File: config.mk
export PLATFORM = sky130hd
export DESIGN_NAME = mem_arbiter
export DESIGN_NICKNAME = d
export VERILOG_FILES = /design/src/rtl/mem_arbiter.sv
export SDC_FILE = /design/constraint.sdc
export NUM_CORES = 1
export LEC_CHECK = 0
export BUFFER_PORTS_ARGS = -buffer_cell sky130_fd_sc_hd__buf_4
export CAP_MARGIN = 20
export CELL_PAD_IN_SITES_DETAIL_PLACEMENT = 0
export CELL_PAD_IN_SITES_GLOBAL_PLACEMENT = 1
export CORE_AREA = 2 2 109 111
export CTS_CLUSTER_DIAMETER = 60
export DETAILED_ROUTE_END_ITERATION = 8
export DIE_AREA = 0 0 111 113
export PLACE_DENSITY = 0.71
export SLEW_MARGIN = 20
export SYNTH_ARGS = -nofsm -noshare
export SYNTH_HDL_FRONTEND = slang
export SYNTH_SLANG_ARGS = --single-unit
File: constraint.sdc
create_clock -name clk -period 2.01 [get_ports clk]
set_input_delay 0.201 -clock clk [delete_from_list [all_inputs] [get_ports clk]]
set_output_delay 0.201 -clock clk [all_outputs]
set_load 0.01 [all_outputs]
File: src/rtl/mem_arbiter.sv
// Two-port arbiter in front of the single-port synchronous RAM: round-robin per access,
// optional port-1 lock for bulk loads, one-cycle registered response with fault reporting.

module mem_arbiter_port #(
    parameter int ADDR_W = 10
) (
    input  logic [31:0]       addr,
    input  logic              rsp_hit,
    input  logic              rsp_write,
    input  logic              rsp_fault,
    input  logic [31:0]       mem_data_out,
    output logic              fault,
    output logic [ADDR_W-1:0] word,
    output logic              rsp_valid,
    output logic [31:0]       rsp_rdata,
    output logic              rsp_err
);
    assign word      = addr[ADDR_W+1:2];
    assign fault     = (addr[1:0] != 2'b00) || (addr[31:ADDR_W+2] != '0);
    assign rsp_valid = rsp_hit;
    assign rsp_rdata = (rsp_hit && !rsp_write && !rsp_fault) ? mem_data_out : 32'd0;
    assign rsp_err   = rsp_hit & rsp_fault;
endmodule

module mem_arbiter #(
    parameter int DEPTH  = 1024,
    parameter int ADDR_W = $clog2(DEPTH)
) (
    input  logic              clk,
    input  logic              reset,
    input  logic              p0_valid,
    output logic              p0_ready,
    input  logic              p0_write,
    input  logic [31:0]       p0_addr,
    input  logic [31:0]       p0_wdata,
    output logic              p0_rsp_valid,
    output logic [31:0]       p0_rsp_rdata,
    output logic              p0_rsp_err,
    input  logic              p1_valid,
    output logic              p1_ready,
    input  logic              p1_write,
    input  logic [31:0]       p1_addr,
    input  logic [31:0]       p1_wdata,
    output logic              p1_rsp_valid,
    output logic [31:0]       p1_rsp_rdata,
    output logic              p1_rsp_err,
    input  logic              p1_lock,
    output logic              core_stall,
    output logic              mem_write_enable,
    output logic [ADDR_W-1:0] mem_addr,
    output logic [31:0]       mem_data_in,
    input  logic [31:0]       mem_data_out
);
    localparam int NUM_PORTS = 2;

    typedef enum logic {FREE = 1'b0, LOCKED1 = 1'b1} lock_t;

    typedef struct packed {
        logic        write;
        logic [31:0] addr;
        logic [31:0] wdata;
    } req_t;

    lock_t state, state_next;
    logic  rr_last;
    logic  rsp_vld, rsp_port, rsp_write, rsp_fault;

    req_t [NUM_PORTS-1:0]              req;
    logic [NUM_PORTS-1:0]              valid, ready, fault, rsp_hit, rsp_valid, rsp_err;
    logic [NUM_PORTS-1:0][ADDR_W-1:0]  word;
    logic [NUM_PORTS-1:0][31:0]        rsp_rdata;
    logic                              any_grant, gsel;

    assign valid  = {p1_valid, p0_valid};
    assign req[0] = '{write: p0_write, addr: p0_addr, wdata: p0_wdata};
    assign req[1] = '{write: p1_write, addr: p1_addr, wdata: p1_wdata};

    generate
        for (genvar i = 0; i < NUM_PORTS; i++) begin : g_port
            // Reset drops a response that is due in the reset cycle itself.
            assign rsp_hit[i] = rsp_vld & ~reset & (rsp_port == 1'(i));
            mem_arbiter_port #(.ADDR_W(ADDR_W)) u_port (
                .addr        (req[i].addr),
                .rsp_hit     (rsp_hit[i]),
                .rsp_write   (rsp_write),
                .rsp_fault   (rsp_fault),
                .mem_data_out(mem_data_out),
                .fault       (fault[i]),
                .word        (word[i]),
                .rsp_valid   (rsp_valid[i]),
                .rsp_rdata   (rsp_rdata[i]),
                .rsp_err     (rsp_err[i])
            );
        end
    endgenerate

    always_ff @(posedge clk) begin
        if (reset) state <= FREE;
        else       state <= state_next;
    end

    always_comb begin
        state_next = state;
        case (state)
            FREE:    if (ready[1] && p1_lock) state_next = LOCKED1;
            LOCKED1: if (!p1_lock)            state_next = FREE;
            default: state_next = FREE;
        endcase
    end

    // Grant: lock excludes port 0; on contention the port that did not win last goes.
    always_comb begin
        ready = '0;
        if (state == LOCKED1)          ready[1] = valid[1];
        else if (valid[0] && valid[1]) ready    = rr_last ? 2'b01 : 2'b10;
        else                           ready    = valid;
    end

    assign any_grant = |ready;
    assign gsel      = ready[1];

    always_ff @(posedge clk) begin
        if (reset) begin
            rr_last   <= 1'b1;
            rsp_vld   <= 1'b0;
            rsp_port  <= 1'b0;
            rsp_write <= 1'b0;
            rsp_fault <= 1'b0;
        end else begin
            if (any_grant) rr_last <= gsel;
            rsp_vld   <= any_grant;
            rsp_port  <= gsel;
            rsp_write <= any_grant & req[gsel].write;
            rsp_fault <= any_grant & fault[gsel];
        end
    end

    always_comb begin
        mem_write_enable = 1'b0;
        mem_addr         = '0;
        mem_data_in      = '0;
        if (any_grant) begin
            mem_write_enable = req[gsel].write & ~fault[gsel];
            mem_addr         = word[gsel];
            mem_data_in      = req[gsel].wdata;
        end
    end

    assign p0_ready     = ready[0];
    assign p1_ready     = ready[1];
    assign core_stall   = p0_valid & ~ready[0];
    assign p0_rsp_valid = rsp_valid[0];
    assign p0_rsp_rdata = rsp_rdata[0];
    assign p0_rsp_err   = rsp_err[0];
    assign p1_rsp_valid = rsp_valid[1];
    assign p1_rsp_rdata = rsp_rdata[1];
    assign p1_rsp_err   = rsp_err[1];
endmodule

==> impl_results.md, run 1 <==
- Status: finished, final reports clean
- Synthesized instance count: 178
- DRT Pass-1 Iters: 6
- FF+latch count, synth: 6
- GRT Util Overall: 0.1145
- Worst setup path class: flop to output pin
- Initial core utilization: 0.1230
- Leak: 1.954 nW
- Clk buf depth: 2
- Synthesis Warnings: 0
- Number of flops mapped to enable cells by yosys: 0
- Antenna Nets Post-Route: 0
- Setup_tns: 0 ns
- Via/cell ratio: 4.238
- Worst setup EP type: output pin
- Max VDD drop: 0.0002670 V
- Hold Crit Class: input pin to flop
- Initial drt markers: 119
- Tot Pwr: 1.217 mW
- Die width: 111 um
- Core box area: 11270 um2
- CTS root buffer: clkbuf_16
- Cell Rows: 39
- Crit share post-route: 0.9308
- Clk slew on worst S/H paths: 0.03 ns
- Met3 Usage GRT: 0.01875
- Vias in the first global route: 2446
- Sequential share of the synthesized area: 0.08664
- Final Skew: 0.0005221 ns
- Area grow syn2layout: 170.8%
- Final hold viol count: 0
- CP max FO: 5
- Fmax: 534.5 MHz
- GRT busiest layer: met2
- Max-cap violations: 0
- Total Wirelength: 8040 um
- NumNets Final: 615
- Num CTS Buffers: 3
- Final RePlAce weighted congestion: 0.8444
- Clk sinks: 6
- Measured slew at the worst slew-check pin: 0.2701 ns
- Post-Syn Area per Cell: 7.788 um2
- Asr flop ratio synth: 0
- Grt total ovfl: 0
- Syn Nets: 345
- RSZ-0062 raised after global routing: false
- First-pass GRT wire length: 12120 um
- TritonCTS clock tree: built
- Req. time, crit path: 1.81 ns
- Ports: 281
- Share of layout cells above drive strength 1: 0.7556
- DRC viols: 0
- H-Tree Depth: 1
- Met2 Track Usage GR: 0.2286
- Synth Cell Area: 1386 um2
- Crit path DAT: 1.67 ns
- Die height: 113 um
- Min Tclk post-route: 1.871 ns
- Worst rel slew slack: 0.8183
- Die area: 12540 um2
- Pin count of the biggest net entering global routing: 44
- Max Slew Vio Count: 0
- Final setup violation count: 0
- N_diodes: 0
- Dpl hpwl: 6823 um
- Synth Flop Type: dfxtp_1
- Crit path launch type: flop
- IO Port Bufs: 280
- Initial antenna violation count: 0
- Avg WL per Cell: 13.65 um
- Post-synthesis cell type count: 29
- GR Layer Usage met1: 0.1300
- Vias: 2496
- Worst skew pair latency: 0.22 ns
- Power per cell area: 324.3 nW/um2
per-layer routing:
layer  vias up  wire [um]
met5         -          0
met4         0         19
met3         2        643
met2       153       4385
met1      1125       2992
li1       1216          -
final timing paths:
path	start	to	slack [ns]	cells past startpoint
worst min register to register	state	state	0.53	2
worst max-delay path	state	mem_write_enable	0.14	5
worst min-delay path	reset	rsp_port	0.20	2
worst max register to register	state	rsp_fault	0.70	4
synthesized netlist by cell type, types with 2 or more instances:
library cell	n	area, um2
a21oi_1	2	10.01
inv_1	3	11.26
nor4_1	9	56.30
nand3_1	3	15.01
clkbuf_1	17	63.81
nor3b_2	2	25.02
nand2_1	4	15.01
nor2_1	4	15.01
dfxtp_1	6	120.1
nand4_1	2	12.51
and2_1	67	419.2
nor3b_1	2	15.01
o221a_1	2	22.52
o221a_2	39	439.2
buf_2	2	10.01
flip-flops by register name, indices dropped and copies added (netlist names):
register and count:
rsp_port 1, rsp_write 1, rsp_vld 1, rsp_fault 1, state 1, rr_last 1
report_power, final:
part | internal (mW) | switching, mW
clock network | 0.255 | 0.0603
logic | 0.478 | 0.289
registers | 0.128 | 0.00707
what timing repair did:
item                       in CTS  in global routing
gates resized for setup         0                  2
setup endpoints to repair       0                  3
hold buffers                    0                  0
buffers inserted                0                  0
layout by cell type, fill, tap and decap left out, types with 2 or more instances in the layout:
cell type	Yosys	final
buf_4	1	282
and2_1	67	67
o221a_2	39	39
nor4_1	9	9
dfxtp_1	6	5
nand2_1	4	4
nor2_1	4	4
inv_1	3	3
nor3b_2	2	3
nand3_1	3	3
clkbuf_16	0	3
buf_12	0	3
o221a_1	2	2
nand4_1	2	2
a21oi_1	2	2
metrics by stage:
step                      hold WS, ns  std cells  worst slack (ns)    util  area (um2)
after global placement         0.4243        586            0.1269  0.3258        3672
after CTS                      0.1976        589           0.09489  0.3324        3747
after floorplan                0.2701        178            0.4034       -        1386
after global routing           0.2209        589           0.04071  0.3330        3754
after detailed placement       0.4329        586            0.1144  0.3258        3672
final                          0.2030        589            0.1390  0.3330        3754
cell type report:
type | count | area [um2]
Inverter | 3 | 11.26
Tap cell | 143 | 178.9
Timing Repair Buffer | 285 | 2177
Fill cell | 1191 | 7518
Sequential cell | 6 | 121.4
Multi-Input combinational cell | 149 | 1190
Clock buffer | 3 | 75.07
logic make-up (layout without fill, tap and decap cells):
logic type / Yosys count / count (layout) / share of synthesized area
buf+inv: 23 / 291 / 0.06679
flops: 6 / 6 / 0.08665
simple gates: 101 / 101 / 0.4603
compound gates: 48 / 48 / 0.3863
critical path: stages, from the launching register on:
cell and delay (ns):
dfxtp_1 0.30, nand3b_2 0.27, a2111oi_4 0.40, o2bb2ai_2 0.15, a21boi_2 0.18, buf_4 0.14
(Power assumes the default switching activity.)
==> run 2, diff against run 1 <==
--- a/config.mk
+++ b/config.mk
@@ -10,10 +10,11 @@
 export CELL_PAD_IN_SITES_DETAIL_PLACEMENT = 0
 export CELL_PAD_IN_SITES_GLOBAL_PLACEMENT = 1
 export CORE_AREA = 2 2 109 111
+export CTS_BUF_LIST = sky130_fd_sc_hd__clkbuf_16
 export CTS_CLUSTER_DIAMETER = 60
 export DETAILED_ROUTE_END_ITERATION = 8
 export DIE_AREA = 0 0 111 113
-export PLACE_DENSITY = 0.71
+export PLACE_DENSITY_LB_ADDON = 0.1
 export SLEW_MARGIN = 20
 export SYNTH_ARGS = -nofsm -noshare
 export SYNTH_HDL_FRONTEND = slang
==> run 2 against run 1 <==
Global-route usage up 1.7 points. Utilization up 0.055 points. Clock power about the same. Final cell count up 0.34%. Sequential share of layout area about the same. Worst hold slack worse by 0.0067 ns. Register-to-register slack better by 0.06 ns. Final area up 0.17%.
==> impl_results.md, run 2 (same netlist as run 1, synthesis figures left out) <==
- Commonest non-fill, non-tap cell in the layout: buf_4
- NumNets Final: 617
- Die width: 111 um
- Placed Area: 3675 um2
- Initial antenna violation count: 0
- Final RePlAce weighted congestion: 0.8316
- DRC viols: 0
- Initial drt markers: 70
- Max VDD drop: 0.0002147 V
- Crit path DAT: 1.69 ns
- CP Launch Point: p0_addr[17]
- Ports: 281
- Crit path largest cell delay: 0.53 ns
- Die area: 12540 um2
- Cell Rows: 39
- Die height: 113 um
- N_diodes: 0
- CP max FO: 2
- Avg WL per Cell: 15.14 um
- Max-cap violations: 0
- Worst setup EP type: output pin
- Core box area: 11270 um2
- Worst path cell trace: buf_4, or4_4, a2111oi_4, o2bb2ai_2, a21boi_2, buf_4
- Pin count of the biggest net entering global routing: 42
- Final Skew: 0.0009563 ns
- GRT Util Overall: 0.1314
- Final setup violation count: 0
- Worst slack, placed: 0.07403 ns
- Worst skew pair latency: 0.22 ns
- Crit Reg-Reg Startpoint: rr_last
- CP endpoint: mem_write_enable
- Measured slew at the worst slew-check pin: 0.3296 ns
- Leak: 1.961 nW
- Reg2reg path depth: 4
- Crit path launch type: input pin
- DRT Pass-1 Iters: 4
- H-Tree Depth: 1
- First-pass GRT wire length: 13340 um
- Num CTS Buffers: 3
- Clk sinks: 6
- Area grow syn2layout: 171.2%
- Fillcell total: 1216
- Crit share post-route: 0.9427
- Final hold viol count: 0
- CTS root buffer: clkbuf_16
- RSZ-0062 raised after global routing: false
- Top Family by Delay on Critical Path: compound AO/OA/AOI/OAI gates
- Worst setup path class: input pin to output pin
- Reg2reg setup slack: 0.76 ns
- Via/cell ratio: 4.288
- Share of layout cells above drive strength 1: 0.7545
- Hold slack: 0.1963 ns
- Clk buf depth: 2
- Fmax: 527.8 MHz
- Vias: 2534
- Min Tclk post-route: 1.895 ns
- Postcts setup bufs: 0
- TritonCTS clock tree: built
- Buffers & Inverters on Critical Path: 2
- Setup_tns: 0 ns
- Tot Pwr: 1.221 mW
- Dpl hpwl: 7626 um
- Grt total ovfl: 0
- Initial core utilization: 0.1230
- Power per cell area: 324.8 nW/um2
- Total Wirelength: 8949 um
- Clk slew on worst S/H paths: 0.03 ns
- Worst rel slew slack: 0.7783
- Critical path depth: 6
- Cell mode on critical path: buf_4
- Design area: 3760 um2
- Worst setup margin: 0.1152 ns
- Slowest cell on crit path: or4_4
- Vias in the first global route: 2411
- Req. time, crit path: 1.81 ns
- Antenna Nets Post-Route: 0
- Status: finished, final reports clean
- Hold buffers post-CTS: 0
- IO Port Bufs: 280
- Hold Crit Class: input pin to flop
- Most frequent cells in the layout: buf_4 (285), and2_1 (67), o221a_2 (39)
- Max Slew Vio Count: 0
- FF-to-FF End: rsp_fault
==> run 2: per-stage QoR <==
| stage | instances | utilization |
|---|---|---|
| finish | 591 | 0.3336 |
| global route | 591 | 0.3336 |
| CTS | 591 | 0.3327 |
| detailed placement | 588 | 0.3260 |
| global placement | 588 | 0.3260 |
| floorplan | 178 | - |
==> run 2: per-layer routing <==
layer | global-route usage | part of all wire | vias to the layer above
li1 | - | - | 1223
met1 | 0.1351 | 0.34 | 1141
met2 | 0.2695 | 0.56 | 164
met3 | 0.03107 | 0.087 | 6
met4 | 0.02417 | 0.011 | 0
met5 | 0 | 0 | -
==> run 2: timing repair <==
action / CTS / global route
endpoints found under the hold margin: 0 / 0
gates resized for setup: 0 / 2
setup endpoints to repair: 0 / 1
==> run 2: worst min path at each step <==
stage | start | endpoint | slack [ns] | cells past startpoint
5_1_grt | reset | rsp_port | 0.21 | 2
2_1_floorplan | reset | rsp_write | 0.27 | 1
3_3_place_gp | reset | rsp_write | 0.43 | 2
3_5_place_dp | reset | rsp_write | 0.44 | 2
6_report | reset | rsp_write | 0.20 | 2
4_1_cts | reset | rsp_write | 0.20 | 2
==> run 2: final cells by class <==
cell class,count,area [um2],share of cell area
Tap cell,143,178.9,0.04759
Inverter,3,11.26,0.002995
Sequential cell,6,121.4,0.03228
Multi-Input combinational cell,149,1194,0.3175
Clock buffer,3,75.07,0.01997
Timing Repair Buffer,287,2180,0.5797
==> run 2: worst register-to-register path, cell delays in order (launching register included) <==
cell,delay (ns)
dfxtp_2,0.38
nand3b_4,0.14
a2111oi_4,0.40
o2bb2ai_2,0.16
nor3_1,0.06
==> run 2: where the power goes <==
part           switching (mW)  internal (mW)  total [mW]
clock network          0.0607          0.255       0.315
registers             0.00764          0.128       0.136
logic                   0.292          0.478       0.770
total                   0.360          0.861        1.22
==> run 3, diff against run 2 <==
--- a/config.mk
+++ b/config.mk
@@ -9,11 +9,12 @@
 export CAP_MARGIN = 20
 export CELL_PAD_IN_SITES_DETAIL_PLACEMENT = 0
 export CELL_PAD_IN_SITES_GLOBAL_PLACEMENT = 1
-export CORE_AREA = 2 2 109 111
+export CORE_ASPECT_RATIO = 1.25
+export CORE_MARGIN = 8
+export CORE_UTILIZATION = 14
 export CTS_BUF_LIST = sky130_fd_sc_hd__clkbuf_16
 export CTS_CLUSTER_DIAMETER = 60
 export DETAILED_ROUTE_END_ITERATION = 8
-export DIE_AREA = 0 0 111 113
 export PLACE_DENSITY_LB_ADDON = 0.1
 export SLEW_MARGIN = 20
 export SYNTH_ARGS = -nofsm -noshare
==> run 3 against run 2 <==
Flip-flop and latch count unchanged. Setup slack gained 0.0037 ns. Register-to-register slack got worse by 0.08 ns. First-iteration DRC count fell by 27%. Combinational power about the same. Clock skew about the same. Critical path type is now flop to output pin. Clock power barely moved. Critical endpoint unchanged. Largest power group unchanged. Die area rose by 6.5%. Largest cell class unchanged. Worst hold slack better by 0.010 ns. Via count is 2.1% lower.
==> impl_results.md, run 3 (same netlist as run 1, synthesis figures left out) <==
- Final Skew: 0.0005133 ns
- Num CTS Buffers: 3
- Max Slew Vio Count: 0
- Core box area: 9609 um2
- Total Wirelength: 10020 um
- Clk sinks: 6
- Reg2reg setup slack: 0.68 ns
- Worst setup EP type: output pin
- Final hold viol count: 0
- DRC viols: 0
- Power per cell area: 328.2 nW/um2
- Leak: 1.953 nW
- Finished Layout Cells: 572
- Final setup violation count: 0
- Avg WL per Cell: 17.52 um
- Vias in the first global route: 2584
- Min Tclk post-route: 1.891 ns
- Crit path DAT: 1.69 ns
- RSZ-0062 raised after global routing: false
- Status: finished, final reports clean
- Setup_tns: 0 ns
- NumNets Final: 615
- Dpl hpwl: 8515 um
- Worst setup margin: 0.1189 ns
- First-pass GRT wire length: 14840 um
- Crit Reg-Reg Startpoint: state
- Worst slack, placed: 0.1519 ns
- CTS root buffer: clkbuf_16
- Die area: 13360 um2
- Crit share post-route: 0.9408
- Pin count of the biggest net entering global routing: 45
- Share of layout cells above drive strength 1: 0.7534
- IO Port Bufs: 280
- FF-to-FF End: rsp_fault
- Final RePlAce weighted congestion: 0.7208
- TritonCTS clock tree: built
- Fmax: 528.8 MHz
- Worst hold path stage count: 2
- Worst Hold End: rsp_vld
- Worst skew pair latency: 0.22 ns
- Initial drt markers: 51
- Max-cap violations: 0
- Ports: 281
- Req. time, crit path: 1.81 ns
- Hold Crit Class: input pin to flop
- Initial antenna violation count: 0
- Die width: 105.0 um
- Max VDD drop: 0.0002000 V
- Grt total ovfl: 0
- Via/cell ratio: 4.337
- CP max FO: 5
- Clk buf depth: 2
- Cell Rows: 40
- Number of placed instances, taps included: 569
- Measured slew at the worst slew-check pin: 0.3362 ns
- Worst rel slew slack: 0.7738
- H-Tree Depth: 1
- DRT Pass-1 Iters: 4
- Vias: 2481
- Clk slew on worst S/H paths: 0.03 ns
- Commonest non-fill, non-tap cell in the layout: buf_4
- Die height: 127.3 um
- Initial core utilization: 0.1443
- Area grow syn2layout: 168.6%
- Worst setup path class: flop to output pin
- GRT Util Overall: 0.1355
- Reg2reg path depth: 4
- Most frequent cells in the layout: buf_4 (282), and2_1 (67), o221a_2 (39)
- Antenna Nets Post-Route: 0
- Hold Crit Start: reset
- Postcts setup bufs: 0
- N_diodes: 0
- Hold slack: 0.2066 ns
- Crit path launch type: flop
==> run 3: layout make-up <==
type                    count  area, um2
multi-input cells         149       1182
flip-flops and latches      6      120.1
fillers                  1027       5886
repair buffers            285       2177
well taps                 126      157.7
clock buffers               3      75.07
inverters                   3      11.26
==> run 3: through the flow <==
stage | total power, mW | cell area, um2 | util
3_3_place_gp | 0.9171 | 3643 | 0.3792
2_1_floorplan | 0.4162 | 1386 | -
3_5_place_dp | 0.9190 | 3643 | 0.3792
5_1_grt | 1.294 | 3724 | 0.3875
6_report | 1.222 | 3724 | 0.3875
4_1_cts | 1.244 | 3719 | 0.3870
==> run 3: what timing repair did <==
action,4_1_cts,5_1_grt
hold buffers,0,0
setup endpoints to repair,0,29
resized for setup,0,1
endpoints found under the hold margin,0,0
==> run 3: how the worst max path moves through the flow <==
stage               cells after the start  slack (ns)         from          endpoint
floorplan                               4        0.40     rsp_port  p0_rsp_rdata[10]
global placement                        6        0.18  p0_addr[17]  mem_write_enable
detailed placement                      6        0.15  p0_addr[17]  mem_write_enable
CTS                                     5        0.11        state  mem_write_enable
global route                            5        0.02        state  mem_write_enable
finish                                  5        0.12        state  mem_write_enable
==> run 3: layer usage <==
layer	global-route usage	routed length [um]	share of wire
met1	0.1279	3413	0.34
met2	0.2726	5476	0.55
met3	0.05885	1121	0.11
met4	0.005051	13	0.0013
met5	0	0	0
==> run 3: power breakdown <==
part / internal (mW) / switching [mW] / leakage [nW] / total [mW]
Sequential: 0.128 / 0.00675 / 0.0498 / 0.134
Combinational: 0.477 / 0.294 / 1.87 / 0.771
Clock: 0.255 / 0.0621 / 0.0370 / 0.317
Total: 0.860 / 0.362 / 1.95 / 1.22
==> run 3: critical path: stages, from the launching register on <==
cell and delay [ns]:
dfxtp_1 0.31, nand3b_2 0.29, a2111oi_4 0.40, o2bb2ai_2 0.16, a21boi_2 0.18, buf_4 0.13
